[src/rtl/glb_port_cfg_seq.sv]
// glb_port_cfg_seq
// Sequences one network configuration across the GLB ports. The sequencer
// fetches layer words from a first-word-fall-through FIFO and hands each masked
// port its address/bank configuration, one port per cycle. It then pulses the
// datapath start and waits until every masked port has finished. Finally it
// pulses the per-port resets and either fetches the next layer or reports
// network done.
//
// Optional feature: define GLB_PORT_CFG_SEQ_TIMEOUT_EN to add a WORK-phase
// timeout. This adds the cfg_timeout input, the timeout_err output and a WORK
// cycle counter. A cfg_timeout of 0 disables the timeout.

module glb_port_cfg_seq #(
    parameter  int NUM_PORT   = 4,
    parameter  int ADDR_WIDTH = 12,
    parameter  int NUM_BANK   = 8,
    parameter  int TO_WIDTH   = 16,
    localparam int CW         = 1 + NUM_PORT + ADDR_WIDTH + NUM_BANK,
    localparam int PW         = (NUM_PORT > 1) ? $clog2(NUM_PORT) : 1
) (
    input  logic                  clk,
    input  logic                  rst,
    input  logic                  net_start,
    input  logic [CW-1:0]         cfg_dat,
    input  logic                  cfg_vld,
    output logic                  cfg_rdy,
    output logic                  glb_cfg_vld,
    input  logic                  glb_cfg_rdy,
    output logic [PW-1:0]         glb_cfg_port,
    output logic [ADDR_WIDTH-1:0] glb_cfg_addrmax,
    output logic [NUM_BANK-1:0]   glb_cfg_bankflg,
    output logic                  sya_start,
    input  logic [NUM_PORT-1:0]   glb_port_fnh,
    output logic [NUM_PORT-1:0]   glb_port_rst,
`ifdef GLB_PORT_CFG_SEQ_TIMEOUT_EN
    input  logic [TO_WIDTH-1:0]   cfg_timeout,
    output logic                  timeout_err,
`endif
    output logic                  busy,
    output logic                  net_done
);

    typedef enum logic [2:0] {
        IDLE,
        FETCH,
        CFG,
        START,
        WORK,
        PRST,
        DONE
    } state_t;

    state_t state;

    // Layer register: the currently active layer word
    logic                  lyr_last;
    logic [NUM_PORT-1:0]   lyr_mask;
    logic [ADDR_WIDTH-1:0] lyr_addr;
    logic [NUM_BANK-1:0]   lyr_bank;

    // Ports of the current layer still waiting for their configuration
    logic [NUM_PORT-1:0]   pend;
    // Ports of the current layer that have already reported finish
    logic [NUM_PORT-1:0]   sticky;

    // Fields of the incoming layer word
    logic                  in_last;
    logic [NUM_PORT-1:0]   in_mask;
    logic [ADDR_WIDTH-1:0] in_addr;
    logic [NUM_BANK-1:0]   in_bank;

    assign in_last = cfg_dat[CW-1];
    assign in_mask = cfg_dat[CW-2 -: NUM_PORT];
    assign in_addr = cfg_dat[NUM_BANK +: ADDR_WIDTH];
    assign in_bank = cfg_dat[NUM_BANK-1:0];

    // The handshake-ready signals are pure state decodes
    assign cfg_rdy     = (state == FETCH);
    assign glb_cfg_vld = (state == CFG);

    // Returns the lowest set index of v (0 if v is empty)
    function automatic logic [PW-1:0] low_idx(input logic [NUM_PORT-1:0] v);
        logic found;
        low_idx = '0;
        found   = 1'b0;
        for (int unsigned i = 0; i < NUM_PORT; i++) begin
            if (!found && v[i]) begin
                low_idx = PW'(i);
                found   = 1'b1;
            end
        end
    endfunction

    logic [NUM_PORT-1:0] port_bit;
    logic [NUM_PORT-1:0] pend_rem;
    logic [NUM_PORT-1:0] fnh_m;
    logic                fin_all;
    logic                to_hit;

    // Derive the remaining-port set and the all-finished condition
    always_comb begin
        port_bit = NUM_PORT'(1) << glb_cfg_port;
        pend_rem = pend & ~port_bit;
        fnh_m    = glb_port_fnh & lyr_mask;
        fin_all  = ((sticky | fnh_m) == lyr_mask);
    end

`ifdef GLB_PORT_CFG_SEQ_TIMEOUT_EN
    logic [TO_WIDTH-1:0] to_cnt;
    logic [TO_WIDTH-1:0] to_cnt_inc;

    // The timeout fires in the WORK cycle whose ordinal equals cfg_timeout
    always_comb begin
        to_cnt_inc = to_cnt + TO_WIDTH'(1);
        to_hit     = (cfg_timeout != '0) && (to_cnt_inc == cfg_timeout);
    end
`else
    assign to_hit = 1'b0;
`endif

    // Sequencer FSM with registered pulse and payload outputs
    always_ff @(posedge clk) begin
        if (rst) begin
            state           <= IDLE;
            lyr_last        <= 1'b0;
            lyr_mask        <= '0;
            lyr_addr        <= '0;
            lyr_bank        <= '0;
            pend            <= '0;
            sticky          <= '0;
            glb_cfg_port    <= '0;
            glb_cfg_addrmax <= '0;
            glb_cfg_bankflg <= '0;
            sya_start       <= 1'b0;
            glb_port_rst    <= '0;
            busy            <= 1'b0;
            net_done        <= 1'b0;
`ifdef GLB_PORT_CFG_SEQ_TIMEOUT_EN
            to_cnt          <= '0;
            timeout_err     <= 1'b0;
`endif
        end else begin
            sya_start    <= 1'b0;
            glb_port_rst <= '0;
            net_done     <= 1'b0;

            case (state)
                IDLE: begin
                    if (net_start) begin
                        state <= FETCH;
                        busy  <= 1'b1;
`ifdef GLB_PORT_CFG_SEQ_TIMEOUT_EN
                        timeout_err <= 1'b0;
`endif
                    end
                end

                FETCH: begin
                    if (cfg_vld) begin
                        lyr_last <= in_last;
                        lyr_mask <= in_mask;
                        lyr_addr <= in_addr;
                        lyr_bank <= in_bank;
                        if (in_mask != '0) begin
                            state           <= CFG;
                            pend            <= in_mask;
                            glb_cfg_port    <= low_idx(in_mask);
                            glb_cfg_addrmax <= in_addr;
                            glb_cfg_bankflg <= in_bank;
                        end else if (in_last) begin
                            state    <= DONE;
                            net_done <= 1'b1;
                        end
                    end
                end

                CFG: begin
                    if (glb_cfg_rdy) begin
                        pend <= pend_rem;
                        if (pend_rem != '0) begin
                            glb_cfg_port <= low_idx(pend_rem);
                        end else begin
                            state           <= START;
                            sya_start       <= 1'b1;
                            glb_cfg_port    <= '0;
                            glb_cfg_addrmax <= '0;
                            glb_cfg_bankflg <= '0;
                        end
                    end
                end

                START: begin
                    sticky <= sticky | fnh_m;
                    state  <= WORK;
`ifdef GLB_PORT_CFG_SEQ_TIMEOUT_EN
                    to_cnt <= '0;
`endif
                end

                WORK: begin
                    sticky <= sticky | fnh_m;
`ifdef GLB_PORT_CFG_SEQ_TIMEOUT_EN
                    to_cnt <= to_cnt_inc;
`endif
                    if (fin_all) begin
                        state        <= PRST;
                        glb_port_rst <= lyr_mask;
                    end else if (to_hit) begin
                        state        <= PRST;
                        glb_port_rst <= lyr_mask;
`ifdef GLB_PORT_CFG_SEQ_TIMEOUT_EN
                        timeout_err  <= 1'b1;
`endif
                    end
                end

                PRST: begin
                    sticky <= '0;
                    if (lyr_last) begin
                        state    <= DONE;
                        net_done <= 1'b1;
                    end else begin
                        state <= FETCH;
                    end
                end

                DONE: begin
                    state <= IDLE;
                    busy  <= 1'b0;
                end

                default: begin
                    state <= IDLE;
                    busy  <= 1'b0;
                end
            endcase
        end
    end

endmodule
[config.mk]
export PLATFORM = sky130hd
export DESIGN_NAME = glb_port_cfg_seq
export DESIGN_NICKNAME = d
export VERILOG_FILES = /design/src/rtl/glb_port_cfg_seq.sv
export SDC_FILE = /design/constraint.sdc
export NUM_CORES = 1
export LEC_CHECK = 0
export CAP_MARGIN = 20
export CORE_ASPECT_RATIO = 0.75
export CORE_MARGIN = 2
export CORE_UTILIZATION = 23
export CTS_CLUSTER_DIAMETER = 60
export CTS_CLUSTER_SIZE = 20
export DETAILED_ROUTE_END_ITERATION = 12
export GPL_TIMING_DRIVEN = 0
export PLACE_DENSITY = 0.42
export SYNTH_ARGS = -nofsm -noshare
export SYNTH_HDL_FRONTEND = slang
export SYNTH_SLANG_ARGS = --single-unit
[constraint.sdc]
create_clock -name clk -period 2 [get_ports clk]
set_input_delay 0.3 -clock clk [delete_from_list [all_inputs] [get_ports clk]]
set_output_delay 0.3 -clock clk [all_outputs]
set_load 0.01 [all_outputs]
==> results.toml, run 1 <==
[sta]
final_hold_viol_count = 0
finalSetupViolCount = 0
finalCritPeriodShare_pct = 97.32
finalMaxSlewViolations = 0
rsz0062_at_grt = "no"
timing.fmax_mhz = 513.8
timing.final.ws_setup_ns = 0.05358
min_period_ns = 1.946
slew_headroom_pct = 66.50
skew_ns = 0.009539
tightest_slew_ns = 0.5025
fin_tns_setup_ns = 0

[synthesis]
synth_fp_nets = 279
ys_types = 43
avgSynthCellArea_um2 = 8.202
synth_edf_count = 0
yosys_warnings = 0
netlist_area_mm2 = 0.002009
synth_top_area_share_pct = 44.83
synthCells = 245
synthTopCellsByArea = "dfxtp_1, nand2b_1, nand2_1"
synthArstFlopShare_pct = 0
yosys_most_used_dff = "dfxtp_1"
synth_seq_cells = 45
yosysTopAreaCell = "dfxtp_1"
ys_seq_area_share_pct = 44.83

[critical_path]
cp_slowest_stage_delay_ns = 0.59
crit_chain = "buf_4 -> nor3b_4 -> clkdlybuf4s50_1"
cp.depth = 3
cp_top_family = "buffers and inverters"
reg2regPathDepth = 6
endpoint = "cfg_rdy"
end_kind = "output port"
cp_slowest_cell = "clkdlybuf4s50_1"
cp.required_ns = 1.70
rr_startpoint = "glb_cfg_port[0]"
r2r_end = "glb_cfg_addrmax[11]"
cp-startpoint = "state[1]"
r2r_slack_ns = 0.19
crit_arrival_ns = 1.65
crit_fanout = 10
path_buf_inv = 2
start_kind = "register"
timing_worst_setup_path_type = "register to output port"

[drt]
routed_wl_um = 5834
drc = 0
viasPerCell = 4.522
wl_met2_um = 2252
met1Wirelength_um = 3256
drt-initial-drc-count = 116
ant_nets = 0
routed.top_layer = "met4"
routedWlPerCell_um = 13.73
route.met3.wl_um = 284
vias = 1922
first_pass_iters = 4

[clock_network]
cts_buffer_depth = 2
clkSinkCount = 45
clock_latency_ns = 0.28
cts_hold_buf = 0
postCtsSetupBuffers = 0
clockRootBuffer = "clkbuf_16"
cts_buffers = 5
cts_tree = "built"
cts.reportedPaths.clkPinSlew_ns = 0.06
cts_max_level = 2

[final_layout]
drive_above_1_share_pct = 9.464
fillerInstances = 893
layout_common_cells = "clkdlybuf4s50_1, dfxtp_1, nand2_1"
antenna_cells = 0
syn_to_final_growth_pct = 48.51
mostFrequentLayoutCell = "clkdlybuf4s50_1"
seq_area_um2 = 902.1
multi_input_area_mm2 = 0.001036
layout.nets = 350

[pwr]
ir_drop_uv = 399.4
power_density_mw_per_mm2 = 1047
total_power_mw = 3.125
leakage_nw = 1.022

[global_routing]
antenna_found_initial = 0
grt_pass1_wl_um = 9777
grt_max_degree = 15
first_global_vias = 1894
grtUsageTotal_pct = 12.64
overflow = 0

[job]
drv_cap = 0

[place]
hpwl_um = 4307
gp_congestion = 0.7694
dp_slack_ns = -0.1607
io_buffers = 64

[status]
run_status = "finished clean"

[floorplanning]
core_area_mm2 = 0.008454
rows = 29
die_area_mm2 = 0.009508
die_w_um = 111.9
die_h_um = 84.95
start_util_pct = 23.77
ios = 65

[worst_hold_path]
hold_class = "register to register"
[per-stage QoR]
stage | cell area [um2] | util (%) | hold slack (ns) | instances
2_1_floorplan | 2009 | - | 0.4086 | 245
3_3_place_gp | 2785 | 32.94 | 0.4604 | 417
3_5_place_dp | 2785 | 32.94 | 0.4653 | 417
4_1_cts | 2967 | 35.09 | 0.4779 | 425
5_1_grt | 2984 | 35.30 | 0.4970 | 425
6_report | 2984 | 35.30 | 0.4715 | 425
[metal layers]
layer / vias up / track usage (%)
li1: 986 / -
met1: 887 / 19.82
met2: 47 / 17.19
met3: 2 / 2.786
met4: 0 / 3.326
met5: - / 0
[where the power goes]
| group | total, mW | internal [mW] | switching [mW] |
|---|---|---|---|
| clock network | 0.944 | 0.593 | 0.352 |
| logic | 1.07 | 0.491 | 0.575 |
| registers | 1.12 | 1.01 | 0.102 |
[synth_stat cells, types with 3 or more instances]
library cell / count
dfxtp_1: 45
nand2_1: 36
nand2b_1: 25
o21ai_0: 25
a21oi_1: 20
nor2_1: 16
inv_1: 8
nor3_1: 7
a31oi_1: 5
buf_2: 5
a211oi_1: 4
and2_1: 4
nor2b_1: 4
clkbuf_1: 3
nor4_1: 3
[cell families (layout without fill, tap and decap cells)]
family          Yosys count  after routing  synth area share, %
buf+inv                  21             93                4.607
compound gates           72             72                22.60
mux                       2              2                1.245
flops                    45             45                44.83
simple gates            105            105                26.71
[tightest hold or removal path: stages, from the launching register on]
cell and delay, ns:
dfxtp_1 0.31, nand2b_1 0.07, o21ai_1 0.05
[worst min path at each step]
stage | from | endpoint | depth (start not counted)
6_report | glb_cfg_bankflg[2] | glb_cfg_bankflg[2] | 2
5_1_grt | glb_cfg_bankflg[3] | glb_cfg_bankflg[3] | 2
4_1_cts | glb_cfg_addrmax[10] | glb_cfg_addrmax[10] | 2
3_5_place_dp | glb_cfg_bankflg[3] | glb_cfg_bankflg[3] | 2
3_3_place_gp | glb_cfg_bankflg[2] | glb_cfg_bankflg[2] | 2
2_1_floorplan | cfg_dat[8] | glb_cfg_addrmax[0] | 2
[state kept, by name (all words and copies together) (netlist names), 2 cells and up]
signal           flops
glb_cfg_bankflg      8
state                3
glb_cfg_addrmax     12
glb_cfg_port         2
sticky               4
pend                 4
lyr_mask             4
glb_port_rst         4
[repair_timing]
item / 4_1_cts / 5_1_grt
cloned: 0 / 0
pin swaps: 0 / 1
resized for setup: 5 / 6
setup endpoints to repair: 5 / 17
hold endpoints to repair: 0 / 0
[final cells by class]
cell class              count  share of cell area [%]
repair buffers             64                   21.47
clock buffers               6                   4.319
multi-input cells         179                   34.72
plain buffers              12                   2.222
clock inverters             2                   1.300
well taps                 108                   4.528
flip-flops and latches     45                   30.23
inverters                   9                   1.216
No activity file was read; power rests on OpenSTA's default activity.
==> run 2: changes to the inputs <==
Settings changed: CAP_MARGIN 20 to unset, CORE_MARGIN 2 to 3, PLACE_DENSITY 0.42 to 0.43.
Clock period 2 ns to 1.6 ns, I/O delays scaled along.
==> run 2 against run 1 <==
Effect of this change:
- the flow now finishes with violations (negative setup slack)
- first-iteration DRC count fell by 33%
- critical path depth rose by 2
- power rose by 33%
- die area rose by 4.2%
- non-clock buffer count rose by 6
- setup slack got worse by 0.086 ns
- core utilization rose by 3.6 points
- sequential power rose by 26%
- routed wire length rose by 3.5%
- combinational power rose by 50%
- via count rose by 1.6%
- critical path type is now register to register
- critical endpoint is now state[0]
- largest power group is now combinational logic
==> results.toml, run 2 (synthesized netlist as in run 1, its figures left out) <==
[global_routing]
grt_max_degree = 14
overflow = 0
antenna_found_initial = 0
grt_pass1_wl_um = 9618
grtUsageTotal_pct = 12.18
first_global_vias = 1912

[floorplanning]
die_area_mm2 = 0.009906
start_util_pct = 24.51
core_area_mm2 = 0.008198
ios = 65
die_w_um = 113.9
die_h_um = 86.95
rows = 28

[final_layout]
layout_common_cells = "clkdlybuf4s50_1, dfxtp_1, nand2_1"
seq_area_um2 = 913.4
syn_to_final_growth_pct = 58.78
drive_above_1_share_pct = 19.88
largest_reg_flops = 12
finalNonFillerCells = 427
antenna_cells = 0
top_register = "glb_cfg_addrmax"
layout.nets = 356
multi_input_area_mm2 = 0.001175
mostFrequentLayoutCell = "clkdlybuf4s50_1"
fillerInstances = 851
stdcell_area_mm2 = 0.003191
top_regs = "glb_cfg_addrmax x12, glb_cfg_bankflg x8"

[sta]
skew_ns = 0.005367
finalCritPeriodShare_pct = 102.0
slew_headroom_pct = 71.17
final_hold_viol_count = 0
tightest_slew_ns = 0.4292
finalSetupViolCount = 1
rsz0062_at_grt = "yes"
timing.fmax_mhz = 612.6
timing.final.ws_setup_ns = -0.03247
finalMaxSlewViolations = 0
min_period_ns = 1.632

[drt]
viasPerCell = 4.571
first_pass_iters = 4
routed_wl_um = 6037
vias = 1952
routedWlPerCell_um = 14.14
drt-initial-drc-count = 78
ant_nets = 0
drc = 0

[clock_network]
clock_latency_ns = 0.28
cts_tree = "built"
cts_hold_buf = 0
cts_buffer_depth = 2
cts.reportedPaths.clkPinSlew_ns = 0.06
clkSinkCount = 45
cts_buffers = 5
cts_max_level = 2
clockRootBuffer = "clkbuf_16"

[status]
run_status = "finished, violations left"
violations = "negative setup slack"

[pwr]
leakage_nw = 1.137
switching_share_pct = 33.86
p_sw_mw = 1.411
seqPwrFrac_pct = 33.7
p_clk_share_pct = 27.8
ir_drop_uv = 433.0
power_frac_comb_pct = 38.5
p_int_mw = 2.757
power_density_mw_per_mm2 = 1306

[place]
hpwl_um = 4409
gp_congestion = 0.7841
placed_area_mm2 = 0.002783
numPlacedInstances = 414
io_buffers = 64

[critical_path]
timing_worst_setup_path_type = "register to register"
cp_slowest_cell = "dfxtp_4"
end_kind = "register"
start_kind = "register"
crit_arrival_ns = 1.82
cp_slowest_stage_delay_ns = 0.37
crit_chain = "mux2_4 -> o22ai_4 -> o2111ai_4 -> a32o_2 -> o32ai_2"
crit_fanout = 5
cp.required_ns = 1.79

[job]
drv_cap = 0

[worst_hold_path]
hold_class = "register to register"
## run 2: area by class of cell
type	instances	share of cell area, %
Timing Repair Buffer	70	21.22
Sequential cell	45	28.63
Clock inverter	2	1.098
Multi-Input combinational cell	179	36.82
Buffer	12	3.059
Clock buffer	5	3.922
Inverter	9	1.137
Tap cell	105	4.118
## run 2: metrics by stage
stage | setup slack (ns) | total power, mW | hold WS [ns] | setup TNS (ns) | utilization (%)
after global placement | -0.4907 | 2.694 | 0.4573 | -16.44 | 33.94
after CTS | -0.03380 | 4.055 | 0.4696 | -0.1260 | 37.58
final | -0.03247 | 4.168 | 0.4629 | -0.03247 | 38.92
after global routing | -0.09067 | 4.423 | 0.4842 | -0.6724 | 38.92
after detailed placement | -0.4962 | 2.689 | 0.4589 | -16.55 | 33.94
after floorplan | 0.01477 | 2.135 | 0.3486 | 0 | -
## run 2: timing repair
item	4_1_cts	5_1_grt
resized for setup	35	52
setup buffers	4	2
cloned	0	0
endpoints found under the setup margin	36	39
pin swaps	6	12
## run 2: routing by layer
metal / vias to the layer above / share of wire, % / routed length, um / GRT usage [%]
li1: 1003 / - / - / -
met1: 911 / 51 / 3104 / 17.59
met4: 0 / 0.63 / 38 / 3.344
met5: - / 0 / 0 / 0
met2: 36 / 43 / 2589 / 17.38
met3: 2 / 5.1 / 306 / 3.819
## run 2: final timing paths
path                           start                 end  slack (ns)  cells past startpoint
hold reg to reg   glb_cfg_addrmax[8]  glb_cfg_addrmax[8]        0.46                      2
setup / recovery     glb_cfg_port[0]            state[0]       -0.03                      5
hold / removal    glb_cfg_addrmax[8]  glb_cfg_addrmax[8]        0.46                      2
setup reg to reg     glb_cfg_port[0]            state[0]       -0.03                      5
## run 2: power groups by stage
| stage | registers [mW] | logic, mW | clock network, mW |
|---|---|---|---|
| after detailed placement | 1.41 | 1.28 | 0 |
| after floorplan | 1.43 | 0.709 | 0 |
| after global placement | 1.41 | 1.29 | 0 |
| after CTS | 1.39 | 1.48 | 1.19 |
| final | 1.41 | 1.60 | 1.16 |
| after global routing | 1.43 | 1.74 | 1.25 |
## run 2: critical path, delay by kind of cell (launching register included)
family         cells  cell delay [ns]
multiplexers       1             0.31
flip-flops         1             0.37
AO/OA/AOI/OAI      4             0.86
